**config.mk**
```make
export PLATFORM = sky130hd
export DESIGN_NAME = mem_port_arbiter
export DESIGN_NICKNAME = d
export VERILOG_FILES = /design/src/rtl/mem_port_arbiter_pkg.sv /design/src/rtl/mem_rsp_pipe.sv /design/src/rtl/mem_port_arbiter.sv
export SDC_FILE = /design/constraint.sdc
export NUM_CORES = 1
export LEC_CHECK = 0
export CORE_AREA = 5 5 147 149
export DETAILED_ROUTE_END_ITERATION = 7
export DIE_AREA = 0 0 152 154
export PLACE_DENSITY = 0.76
export SYNTH_ARGS = -nofsm -noshare
export SYNTH_HDL_FRONTEND = slang
export SYNTH_HIERARCHICAL = 1
export SYNTH_SLANG_ARGS = --single-unit
```
**constraint.sdc**
```tcl
create_clock -name iw_clk -period 3.25 [get_ports iw_clk]
set_clock_uncertainty 0.15 [all_clocks]
set_input_delay 0.325 -clock iw_clk [delete_from_list [all_inputs] [get_ports iw_clk]]
set_output_delay 0.325 -clock iw_clk [all_outputs]
set_load 0.02 [all_outputs]
```
**src/rtl/mem_port_arbiter_pkg.sv**
```systemverilog
// Shared types for the memory port arbiter: bus widths, requester IDs and the response tag.
package mem_port_arbiter_pkg;

    localparam int SIZE_ADDR    = 16;
    localparam int SIZE_DATA    = 32;
    localparam int SIZE_ARB_TAG = 3;

    typedef enum logic [1:0] {
        ARB_NONE = 2'b00,
        ARB_IF   = 2'b01,
        ARB_MA   = 2'b10,
        ARB_DBG  = 2'b11
    } arb_owner_e;

    typedef struct packed {
        arb_owner_e owner;
        logic       is_read;
    } arb_tag_t;

endpackage

```
**src/rtl/mem_rsp_pipe.sv**
```systemverilog
// Per-port response tag delay line: carries {owner, is_read} from grant to read-data return.
module mem_rsp_pipe
    import mem_port_arbiter_pkg::*;
#(
    parameter int RD_LAT = 1
) (
    input  logic     iw_clk,
    input  logic     iw_rst,
    input  arb_tag_t load_tag,
    output arb_tag_t tail_tag
);

    arb_tag_t stage [RD_LAT];

    always_ff @(posedge iw_clk or posedge iw_rst) begin
        if (iw_rst) begin
            for (int i = 0; i < RD_LAT; i++) stage[i] <= '0;
        end else begin
            stage[0] <= load_tag;
            for (int i = 1; i < RD_LAT; i++) stage[i] <= stage[i-1];
        end
    end

    assign tail_tag = stage[RD_LAT-1];

endmodule

```
**src/rtl/mem_port_arbiter.sv**
```systemverilog
// Shares two memory ports between IF, MA and DBG; owns the port phase bit and routes read data back.
// Handshake: a requester raises req with its fields stable; gnt (same cycle) accepts it, otherwise it holds.
module mem_port_arbiter
    import mem_port_arbiter_pkg::*;
#(
    parameter int STARVE_LIMIT = 8,
    parameter int RD_LAT       = 1,
    localparam int CNT_W       = $clog2(STARVE_LIMIT + 1)
) (
    input  logic                 iw_clk,
    input  logic                 iw_rst,
    input  logic                 iw_if_req,
    input  logic [SIZE_ADDR-1:0] iw_if_addr,
    output logic                 ow_if_gnt,
    output logic                 ow_if_rvalid,
    output logic [SIZE_DATA-1:0] ow_if_rdata,
    input  logic                 iw_ma_req,
    input  logic                 iw_ma_we,
    input  logic [SIZE_ADDR-1:0] iw_ma_addr,
    input  logic [SIZE_DATA-1:0] iw_ma_wdata,
    output logic                 ow_ma_gnt,
    output logic                 ow_ma_rvalid,
    output logic [SIZE_DATA-1:0] ow_ma_rdata,
    input  logic                 iw_dbg_req,
    input  logic                 iw_dbg_we,
    input  logic [SIZE_ADDR-1:0] iw_dbg_addr,
    input  logic [SIZE_DATA-1:0] iw_dbg_wdata,
    output logic                 ow_dbg_gnt,
    output logic                 ow_dbg_rvalid,
    output logic [SIZE_DATA-1:0] ow_dbg_rdata,
    output logic                 ow_mp,
    output logic [CNT_W-1:0]     ow_starve_cnt,
    output logic [1:0]           ow_mem_en,
    output logic [1:0]           ow_mem_we,
    output logic [SIZE_ADDR-1:0] ow_mem_addr0,
    output logic [SIZE_ADDR-1:0] ow_mem_addr1,
    output logic [SIZE_DATA-1:0] ow_mem_wdata0,
    output logic [SIZE_DATA-1:0] ow_mem_wdata1,
    input  logic [SIZE_DATA-1:0] iw_mem_rdata0,
    input  logic [SIZE_DATA-1:0] iw_mem_rdata1
);

    logic             mp;
    logic [CNT_W-1:0] starve_cnt;
    logic             force_dbg;
    arb_owner_e       pm_own, po_own, own0, own1;
    arb_tag_t         load0, load1, tail0, tail1;

    function automatic logic owner_we(arb_owner_e own, logic ma_we, logic dbg_we);
        case (own)
            ARB_MA:  return ma_we;
            ARB_DBG: return dbg_we;
            default: return 1'b0;
        endcase
    endfunction

    function automatic logic [SIZE_ADDR-1:0] owner_addr(arb_owner_e own, logic [SIZE_ADDR-1:0] if_a,
                                                        logic [SIZE_ADDR-1:0] ma_a,
                                                        logic [SIZE_ADDR-1:0] dbg_a);
        case (own)
            ARB_IF:  return if_a;
            ARB_MA:  return ma_a;
            ARB_DBG: return dbg_a;
            default: return '0;
        endcase
    endfunction

    function automatic logic [SIZE_DATA-1:0] owner_wdata(arb_owner_e own, logic [SIZE_DATA-1:0] ma_d,
                                                         logic [SIZE_DATA-1:0] dbg_d);
        case (own)
            ARB_MA:  return ma_d;
            ARB_DBG: return dbg_d;
            default: return '0;
        endcase
    endfunction

    // po is decided first so DBG lands there when both ports are free.
    always_comb begin
        pm_own    = ARB_NONE;
        po_own    = ARB_NONE;
        force_dbg = (starve_cnt == CNT_W'(STARVE_LIMIT)) && iw_dbg_req;
        if (!iw_rst) begin
            if (iw_if_req && !force_dbg) po_own = ARB_IF;
            else if (iw_dbg_req)         po_own = ARB_DBG;
            if (iw_ma_req)                               pm_own = ARB_MA;
            else if (iw_dbg_req && po_own != ARB_DBG)    pm_own = ARB_DBG;
            if (pm_own != ARB_NONE && po_own != ARB_NONE &&
                owner_addr(pm_own, iw_if_addr, iw_ma_addr, iw_dbg_addr) ==
                owner_addr(po_own, iw_if_addr, iw_ma_addr, iw_dbg_addr)) begin
                if (owner_we(pm_own, iw_ma_we, iw_dbg_we))      po_own = ARB_NONE;
                else if (owner_we(po_own, iw_ma_we, iw_dbg_we)) pm_own = ARB_NONE;
            end
        end
    end

    assign own0 = mp ? pm_own : po_own;
    assign own1 = mp ? po_own : pm_own;

    assign ow_if_gnt  = (po_own == ARB_IF);
    assign ow_ma_gnt  = (pm_own == ARB_MA);
    assign ow_dbg_gnt = (pm_own == ARB_DBG) || (po_own == ARB_DBG);

    assign ow_mem_en     = {own1 != ARB_NONE, own0 != ARB_NONE};
    assign ow_mem_we     = {owner_we(own1, iw_ma_we, iw_dbg_we), owner_we(own0, iw_ma_we, iw_dbg_we)};
    assign ow_mem_addr0  = owner_addr(own0, iw_if_addr, iw_ma_addr, iw_dbg_addr);
    assign ow_mem_addr1  = owner_addr(own1, iw_if_addr, iw_ma_addr, iw_dbg_addr);
    assign ow_mem_wdata0 = owner_wdata(own0, iw_ma_wdata, iw_dbg_wdata);
    assign ow_mem_wdata1 = owner_wdata(own1, iw_ma_wdata, iw_dbg_wdata);

    always_ff @(posedge iw_clk or posedge iw_rst) begin
        if (iw_rst) begin
            mp         <= 1'b0;
            starve_cnt <= '0;
        end else begin
            mp <= ~mp;
            if (!iw_dbg_req || ow_dbg_gnt)                starve_cnt <= '0;
            else if (starve_cnt != CNT_W'(STARVE_LIMIT)) starve_cnt <= starve_cnt + 1'b1;
        end
    end

    assign ow_mp         = mp;
    assign ow_starve_cnt = starve_cnt;

    always_comb begin
        load0.owner   = own0;
        load0.is_read = (own0 != ARB_NONE) && !ow_mem_we[0];
        load1.owner   = own1;
        load1.is_read = (own1 != ARB_NONE) && !ow_mem_we[1];
    end

    mem_rsp_pipe #(.RD_LAT(RD_LAT)) u_pipe0 (.iw_clk(iw_clk), .iw_rst(iw_rst), .load_tag(load0), .tail_tag(tail0));
    mem_rsp_pipe #(.RD_LAT(RD_LAT)) u_pipe1 (.iw_clk(iw_clk), .iw_rst(iw_rst), .load_tag(load1), .tail_tag(tail1));

    // A requester owns at most one tail per cycle, so the two hits are exclusive.
    always_comb begin
        ow_if_rvalid  = 1'b0;
        ow_ma_rvalid  = 1'b0;
        ow_dbg_rvalid = 1'b0;
        ow_if_rdata   = '0;
        ow_ma_rdata   = '0;
        ow_dbg_rdata  = '0;
        if (tail0.is_read) begin
            case (tail0.owner)
                ARB_IF:  begin ow_if_rvalid  = 1'b1; ow_if_rdata  = iw_mem_rdata0; end
                ARB_MA:  begin ow_ma_rvalid  = 1'b1; ow_ma_rdata  = iw_mem_rdata0; end
                ARB_DBG: begin ow_dbg_rvalid = 1'b1; ow_dbg_rdata = iw_mem_rdata0; end
                default: ;
            endcase
        end
        if (tail1.is_read) begin
            case (tail1.owner)
                ARB_IF:  begin ow_if_rvalid  = 1'b1; ow_if_rdata  = iw_mem_rdata1; end
                ARB_MA:  begin ow_ma_rvalid  = 1'b1; ow_ma_rdata  = iw_mem_rdata1; end
                ARB_DBG: begin ow_dbg_rvalid = 1'b1; ow_dbg_rdata = iw_mem_rdata1; end
                default: ;
            endcase
        end
    end

endmodule

```
# Word-level counts from Yosys, hierarchy flattened
# Index checks and enable logic that the tools add are counted.
word_totals:
  reg_bits: 11
  out_inout_bits: 207
classes:
  mux: 58
  bitwise_logic: 1
  n_reduce_logical: 18
  n_eq_ne: 26
  n_addsub: 1
op_table:
  columns: ["cell", "n"]
  rows:
  - ["32-bit two-way mux", 12]
  - ["16-bit one-hot mux with 3 select lines", 4]
  - ["32-bit one-hot mux with 2 select lines", 2]
  - ["16-bit two-way mux", 2]
  - ["2-bit == test (second input constant)", 15]
  - ["2-bit two-way mux", 15]
  - ["1-bit two-way mux", 17]
  - ["16-bit == test", 1]
  - ["2-bit by 1-bit == test with 1-bit output (second input constant)", 7]
  - ["2-bit nonzero test", 5]
  - ["4-bit two-way mux", 2]
  - ["1-bit one-hot mux with 2 select lines", 4]
  - ["1-bit logical AND", 7]
  - ["4-bit by 1-bit adder with 4-bit output (second input constant)", 1]
  - ["4-bit == test (second input constant)", 1]
  - ["1-bit logical NOT", 4]
  - ["4-bit inequality test (second input constant)", 1]
  - ["1-bit logical OR", 2]
  - ["2-bit inequality test (second input constant)", 1]
  - ["1-bit inverter", 1]

# Depth between registers and ports, before layout
# Gate-level depths: netlist of run 1.
logic_depth:
  depth_word: 30
  mapped_depth: 16

# By module
# The synthesis of run 1 kept the hierarchy.
modules_own_cells:
  columns: ["module", "seq_area_each_um2", "cells_per_inst", "area_each_um2", "n_inst"]
  rows:
  - ["mem_port_arbiter", 125.1, 813, 5112.4, 1]
  - ["mem_rsp_pipe", 75.1, 4, 78.8, 2]

# Worst setup path before layout of run 1
# OpenSTA, ideal clock, no wires.
synth_path:
  kind: "reg2out"
  from: "register starve_cnt[0], in the netlist ow_starve_cnt[0]"
  to: "output port ow_mem_addr0[10]"
  setup_slack_ns: -0.758
  path_stages_with_launch: 15
  required_ns: 2.775
  n_path_buf: 2
  arrival_ns: 3.533
  path_cell_list: "dfrtp_1 -> inv_1 -> ha_1 -> and4b_1 -> buf_6 -> nor2_4 -> o41ai_1 -> or4b_4 -> nor4_4 -> nand4_1 -> nor3b_2 -> nor2_2 -> inv_2 -> buf_2 -> o311ai_1"
synth_lines:
  columns: ["element", "line_no", "rtl"]
  rows:
  - ["start, declared", "mem_port_arbiter.sv:44", "logic [CNT_W-1:0] starve_cnt;"]
  - ["start signal, assigned", "mem_port_arbiter.sv:117", "else if (starve_cnt != CNT_W'(STARVE_LIMIT)) starve_cnt <= starve_cnt + 1'b1;"]
  - ["end, declared", "mem_port_arbiter.sv:35", "output logic [SIZE_ADDR-1:0] ow_mem_addr0,"]

# Worst setup path after layout of run 1
layout_path:
  from: "register starve_cnt[0], in the netlist ow_starve_cnt[0]"
  to: "output port ow_mem_addr0[12]"
layout_via:
  elab_chain_cells: 21
layout_rtl:
  columns: ["element", "line_no", "rtl"]
  rows:
  - ["4-bit == test *", "mem_port_arbiter.sv:81", "force_dbg = (starve_cnt == CNT_W'(STARVE_LIMIT)) && iw_dbg_req;"]
  - ["1-bit logical AND *", "mem_port_arbiter.sv:81", null]
  - ["1-bit logical NOT *", "mem_port_arbiter.sv:83", "if (iw_if_req && !force_dbg) po_own = ARB_IF;"]
  - ["1-bit logical AND *", "mem_port_arbiter.sv:83", null]
  - ["2-bit two-way mux *", "mem_port_arbiter.sv:83", null]
  - ["2-bit two-way mux *", "mem_port_arbiter.sv:82", "if (!iw_rst) begin"]
  - ["2-bit inequality test", "mem_port_arbiter.sv:86", "else if (iw_dbg_req && po_own != ARB_DBG) pm_own = ARB_DBG;"]
  - ["1-bit logical AND", "mem_port_arbiter.sv:86", null]
  - ["[5 not listed]", null, null]
  - ["16-bit two-way mux / 1-bit two-way mux (equally long branches)", "mem_port_arbiter.sv:82, mem_port_arbiter.sv:87", null]
  - ["16-bit == test / 1-bit two-way mux (equally long branches)", "mem_port_arbiter.sv:88, mem_port_arbiter.sv:82", null]
  - ["1-bit logical AND / 2-bit two-way mux (equally long branches)", "mem_port_arbiter.sv:87, mem_port_arbiter.sv:90", null]
  - ["2-bit two-way mux", "mem_port_arbiter.sv:87", "if (pm_own != ARB_NONE && po_own != ARB_NONE &&"]
  - ["2-bit two-way mux", "mem_port_arbiter.sv:82", null]
  - ["2-bit two-way mux *", "mem_port_arbiter.sv:96", "assign own0 = mp ? pm_own : po_own;"]
  - ["2-bit == test / 2-bit by 1-bit == test with 1-bit output (equally long branches)", "mem_port_arbiter.sv:60", "case (own)"]
  - ["16-bit one-hot mux with 3 select lines *", "mem_port_arbiter.sv:60", null]
# Mark *: on every way between the ends. The rest lies on a longest branch, timed or not. The select of a mux whose other input is x is not followed.

==> results.md, run 1 <==
- Post-Syn Area: around 5300 sq um
- Worst slew pin tran: 0.590 ns
- Hold Crit Class: in -> async
- Combinational family with the most area after synthesis: compound AO/OA/AOI/OAI gates
- Mean Syn Cell Area: 6.42 sq um
- Ys async rst share: 100%
- Final hold slack: 0.405 ns
- Max-cap violations: 0
- Fillers: 1536
- Detail Placement HPWL: about 33 mm
- Startpoint types: flop
- Worst r2r path cells: 17
- Critical Path AT: roughly 4 ns
- Syn Inst Count: 821
- Fmax: 222 MHz
- Post-synthesis compound-gate area fraction: 51.0%
- Initial Utilization: 26.3%
- Hold Vio Cnt, Final: 0
- Fin cells: 1673
- Placed Cells: 1610
- Worst Path Max Fanout: 8
- Synthesis-to-layout area growth: 160%
- YS warnings: 6
- Clock-pin transition on the worst setup and hold timing paths: 0.05 ns
- Post-synthesis sequential area ratio: under 10%
- CTS Buf Count: 3
- Placed Area: approximately 12000 sq um
- Largest net degree at the start of global routing: 34
- Via/cell ratio: roughly 6.1
- RSZ-0062 raised after global routing: yes
- VDD IR-drop max: around 0.00013 V
- Hold Buf Count CTS: 0
- Top-count cell post-synth: nand2_1
- Layout cells sized above 1: 42.5%
- FF-to-FF setup slack: -0.45 ns
- Worst Setup End Kind: output port
- Rows: 52
- Mux cell area share after synthesis: 0.807%
- Synth Area in XOR/XNOR: 3.16%
- Synth Register Bits: 11
- Crit path required time: 2.77 ns
- # setup viols final: 113
- Min Tclk post-route: 4.50 ns
- Synth top area cells: a22o_1 (16%), nand2_1 (13%), o211ai_1 (8.8%)
- Total track usage: 33.6%
- Synth Area in Simple Gates: about 28%
- Met3 wire len: 3.88 mm
- Worst reg2reg startpoint: ow_starve_cnt[0]
- Die area: 23400 sq um
- Setup ws final: -1.25 ns
- Pins Over Slew Limit: 0
- Top Metal Used: met5
- Worst skew pair latency: between 0.2 and 0.3 ns
- Die height: 154 um
- Unique masters post-synth: 79
- Post-route DRC: 0
- Ys flop type: dfrtp_1
- H-tree levels: 1
- CTS root buf: clkbuf_16
- Crit-path cells: inv_2, ha_4, and4b_2, buf_12, o2111a_1, nor4_2, o2111ai_2, nor4b_2, nand4_1, nor3b_4, buf_6, nor2_4, inv_6, buf_6, o311ai_4, buf_12
- Top-Level Pins: about 400
- Clk buf depth: 2
- Pwr Total: 2.20 mW
- Failing checks: negative setup slack
- Vias in the first global route: 9872
- CTS tree: built
- Post-synthesis net count: 1006
- Critical-path top delay cell: nor4b_2
- CTS sink cnt: 11
- Cell area power density: around 160 nW/um^2
- Synth area leader: a22o_1
- Status: complete, but fails checks
- Die width: 152 um
- First-pass GRT wire length: 62.5 mm
- Antenna violations before repair: 2
- Wire length per cell: 26.7 um
- I/O Buffers: 389
- Nets: about 1600
- Core Util, Final: 68.5%
- Final wirelength: 44.7 mm
- Worst slack at placement: -1.50 ns
- Post-route ant nets: 0
- Number of synthesized flops with an enable pin: 0
- Final setup TNS: -110.92 ns
- DR iter-0 viols: around 1000
- Synth top area share: between 10% and 20%
- Global route overflow: 0
- Core Footprint: 20000 sq um
- Period utilization: 138%
- RR Endpoint: u_pipe0/tail_tag[0]
- Routed vias: a little over 10000
- Critical path class: reg -> out
- Met2 WL: 21.4 mm
- Post-Synth Adder-Cell Area: less than 1%
- Commonest cells post-synth: nand2_1 (180), a22o_1 (99), a21oi_1 (78)
- Initial DRT Pass Iterations: 7
- Largest stage delay, worst path: 0.39 ns
- Worst rel slew slack: 60.6%
- Placer Congestion: 0.994
- Pleak: 5.49 nW
- Final Cell Area: about 14000 sq um
- Metal1 wirelength: 16.8 mm
## cell usage in the layout, fill, tap and decap left out, drive strengths merged, types with 4 or more instances in the layout
cell type	count
and3	4
nand4	10
or4	6
a22o	99
o22ai	6
and2	4
clkbuf	8
o211ai	62
nand2	180
o311ai	35
nand3	18
xnor2	10
buf	379
nor4	8
inv	29
nor2	31
o21ai	18
dfrtp	11
clkdlybuf4s50	285
a21oi	78
xor2	9
nor2b	5
nand2b	7
nor3	18
o2111ai	5
## layer usage
metal | vias to the layer above | track usage [%]
met2 | 766 | 58.0
met4 | 2 | 14.4
met1 | 4894 | 41.3
met3 | 182 | 5.48
li1 | 4345 | -
met5 | - | 0
## worst max path at each step
stage / start / end / slack, ns
CTS: ow_starve_cnt[0] / ow_mem_addr0[12] / -0.97
finish: ow_starve_cnt[0] / ow_mem_addr0[12] / -1.25
floorplan: ow_starve_cnt[0] / ow_mem_addr1[10] / -0.41
global route: ow_starve_cnt[0] / ow_mem_addr0[2] / -1.36
detailed placement: iw_dbg_req / ow_mem_addr0[13] / -1.50
global placement: iw_dbg_req / ow_mem_addr0[7] / -1.51
## layout make-up
class	instances	area (sq um)	share of cell area, %
timing repair buffer	669	6820	49.7
antenna	1	2.50	0.0182
tap	270	338	2.46
multi-input combinational	687	6070	44.2
sequential	11	278	2.02
clock buffer	4	78.8	0.574
inverter	31	146	1.07
## critical path, delay by kind of cell (launching register included)
family                     cells  cell delay (ns)
AOI/OAI and AO/OA              3             0.76
adders and majority gates      1             0.17
buffers and inverters          6             0.76
and+or+nand+nor                6             1.70
DFF                            1             0.37
## sequential cells by signal, summed over array words and instances (netlist names)
signal / flops
ow_mp: 1
u_pipe0/tail_tag: 3
ow_starve_cnt: 4
u_pipe1/tail_tag: 3
## repair_timing
item | in CTS | in global routing
setup endpoints to repair | 113 | 113
pin swaps | 66 | 36
cloned | 7 | 5
resized for setup | 599 | 219
buffers inserted | 33 | 23
## where the power goes
part / internal (mW) / total [mW] / switching, mW / leakage (nW)
Sequential: 0.145 / 0.151 / 0.00599 / 0.138
Clock: 0.166 / 0.237 / 0.0716 / 0.0382
Combinational: 0.887 / 1.81 / 0.926 / 5.31
## cells by family (layout without fill, tap and decap cells)
group | count (synthesis) | in the layout
compound gates | 352 | 352
simple gates | 310 | 310
buf+inv | 123 | 704
xor+xnor | 19 | 19
flops | 11 | 11
mux | 4 | 4
fa+ha+maj | 2 | 2
other cells | 0 | 1
No activity file was read; power rests on OpenSTA's default activity.
==> run 2, diff against run 1 <==
- SKIP_CTS_REPAIR_TIMING: not set -> 1
==> results.md, run 2 (synthesis results as in run 1) <==
- Status: complete, but fails checks
- Failing checks: negative setup slack
- Crit path required time: 2.77 ns
- Post-route ant nets: 0
- Worst skew pair latency: around 0.25 ns
- H-tree levels: 1
- Synthesis-to-layout area growth: 140%
- Total track usage: 31.4%
- Die height: 154 um
- Pins Over Slew Limit: 0
- Via/cell ratio: between 5 and 6
- Worst Path Max Fanout: 12
- # setup viols final: 113
- Worst Setup End Kind: output port
- Max FFs per register: 4
- CTS root buf: clkbuf_16
- Fmax: 235 MHz
- First-pass GRT wire length: 58.4 mm
- Detail Placement HPWL: 33.0 mm
- Critical Path AT: 3.77 ns
- Largest net degree at the start of global routing: 34
- Hold Crit Class: in -> async
- Fin cells: ~1600
- RSZ-0062 raised after global routing: yes
- I/O Buffers: 389
- CTS Buf Count: 3
- Wire length per cell: 24.9 um
- Die area: 23400 sq um
- Vias in the first global route: 9284
- Routed vias: 9635
- Critical path class: reg -> out
- Nets: 1553
- Clk buf depth: 2
- Setup ws final: -1.00 ns
- Pleak: 5.46 nW
- Placed Area: roughly 12000 sq um
- Rows: 52
- Most common cell after layout, fill and taps aside: clkdlybuf4s50_1
- Startpoint types: flop
- Worst rel slew slack: 60.6%
- CTS sink cnt: 11
- Period utilization: 131%
- Final setup TNS: -91.57 ns
- Core Footprint: 20000 sq um
- Final Cell Area: 12700 sq um
- Initial DRT Pass Iterations: 5
- Fillers: 1719
- Cell area power density: 160 nW/um^2
- Placer Congestion: roughly 1
- Antenna violations before repair: 3
- Clock-pin transition on the worst setup and hold timing paths: 0.05 ns
- Final hold slack: 0.341 ns
- Final wirelength: 40.9 mm
- Worst slew pin tran: 0.590 ns
- DR iter-0 viols: 879
- Placed Cells: 1610
- Die width: 152 um
- FF-to-FF setup slack: -0.26 ns
- Min Tclk post-route: 4.25 ns
- Global route overflow: 0
- CTS tree: built
- Commonest non-fill, non-tap cells in the layout: clkdlybuf4s50_1 (285), buf_4 (211), nand2_1 (177)
- Top-Level Pins: 390
- Initial Utilization: 26.3%
- Max-cap violations: 0
- Post-route DRC: 0
- Hold Vio Cnt, Final: 0
- Layout cells sized above 1: 35.0%
- VDD IR-drop max: 0.000124 V
==> run 2: routing by layer <==
metal	wire [um]	GRT usage, %
met1	16300	39.8
met2	19700	54.4
met3	2890	3.85
met4	1930	11.7
met5	13	0
==> run 2: layout make-up <==
cell class	instances	area, sq um	area share, %
Timing Repair Buffer	633	6080	48.0
Inverter	31	131	1.04
Tap cell	270	338	2.67
Clock buffer	4	78.8	0.623
Multi-Input combinational cell	688	5750	45.4
Sequential cell	11	278	2.19
Antenna cell	1	2.50	0.0198
==> run 2: worst max-delay path, stage by stage (launching register included) <==
cell and delay [ns]:
dfrtp_2 0.40, inv_2 0.08, ha_4 0.16, and4b_2 0.30, buf_6 0.16, nor3_2 0.05
a311o_1 0.30, a2111oi_2 0.36, nand4_1 0.24, and4b_2 0.43, nor3_4 0.10, nor2_4 0.20
inv_6 0.11, buf_4 0.16, o311ai_4 0.28, buf_6 0.17
==> run 2: final timing paths <==
kind | from | endpoint | cells past startpoint
setup / recovery | ow_starve_cnt[1] | ow_mem_addr1[10] | 15
hold / removal | iw_rst | ow_mp | 3
setup reg to reg | ow_starve_cnt[1] | u_pipe1/tail_tag[0] | 16
hold reg to reg | ow_starve_cnt[1] | ow_starve_cnt[1] | 4
max in group asynchronous | iw_rst | u_pipe0/tail_tag[1] | 4
min in group iw_clk | ow_starve_cnt[1] | ow_starve_cnt[1] | 4
==> run 2: through the flow <==
step / setup slack (ns) / power, mW / utilization [%]
finish: -1.00 / 2.03 / 63.1
global route: -1.13 / 2.11 / 63.1
CTS: -1.56 / 1.92 / 60.0
detailed placement: -1.50 / 1.68 / 59.6
global placement: -1.51 / 1.67 / 59.6
floorplan: -0.408 / 0.847 / -
==> run 2: power by group <==
group	switching [mW]	internal, mW
logic	0.845	0.793
clock network	0.0704	0.166
registers	0.00602	0.145
total	0.922	1.10
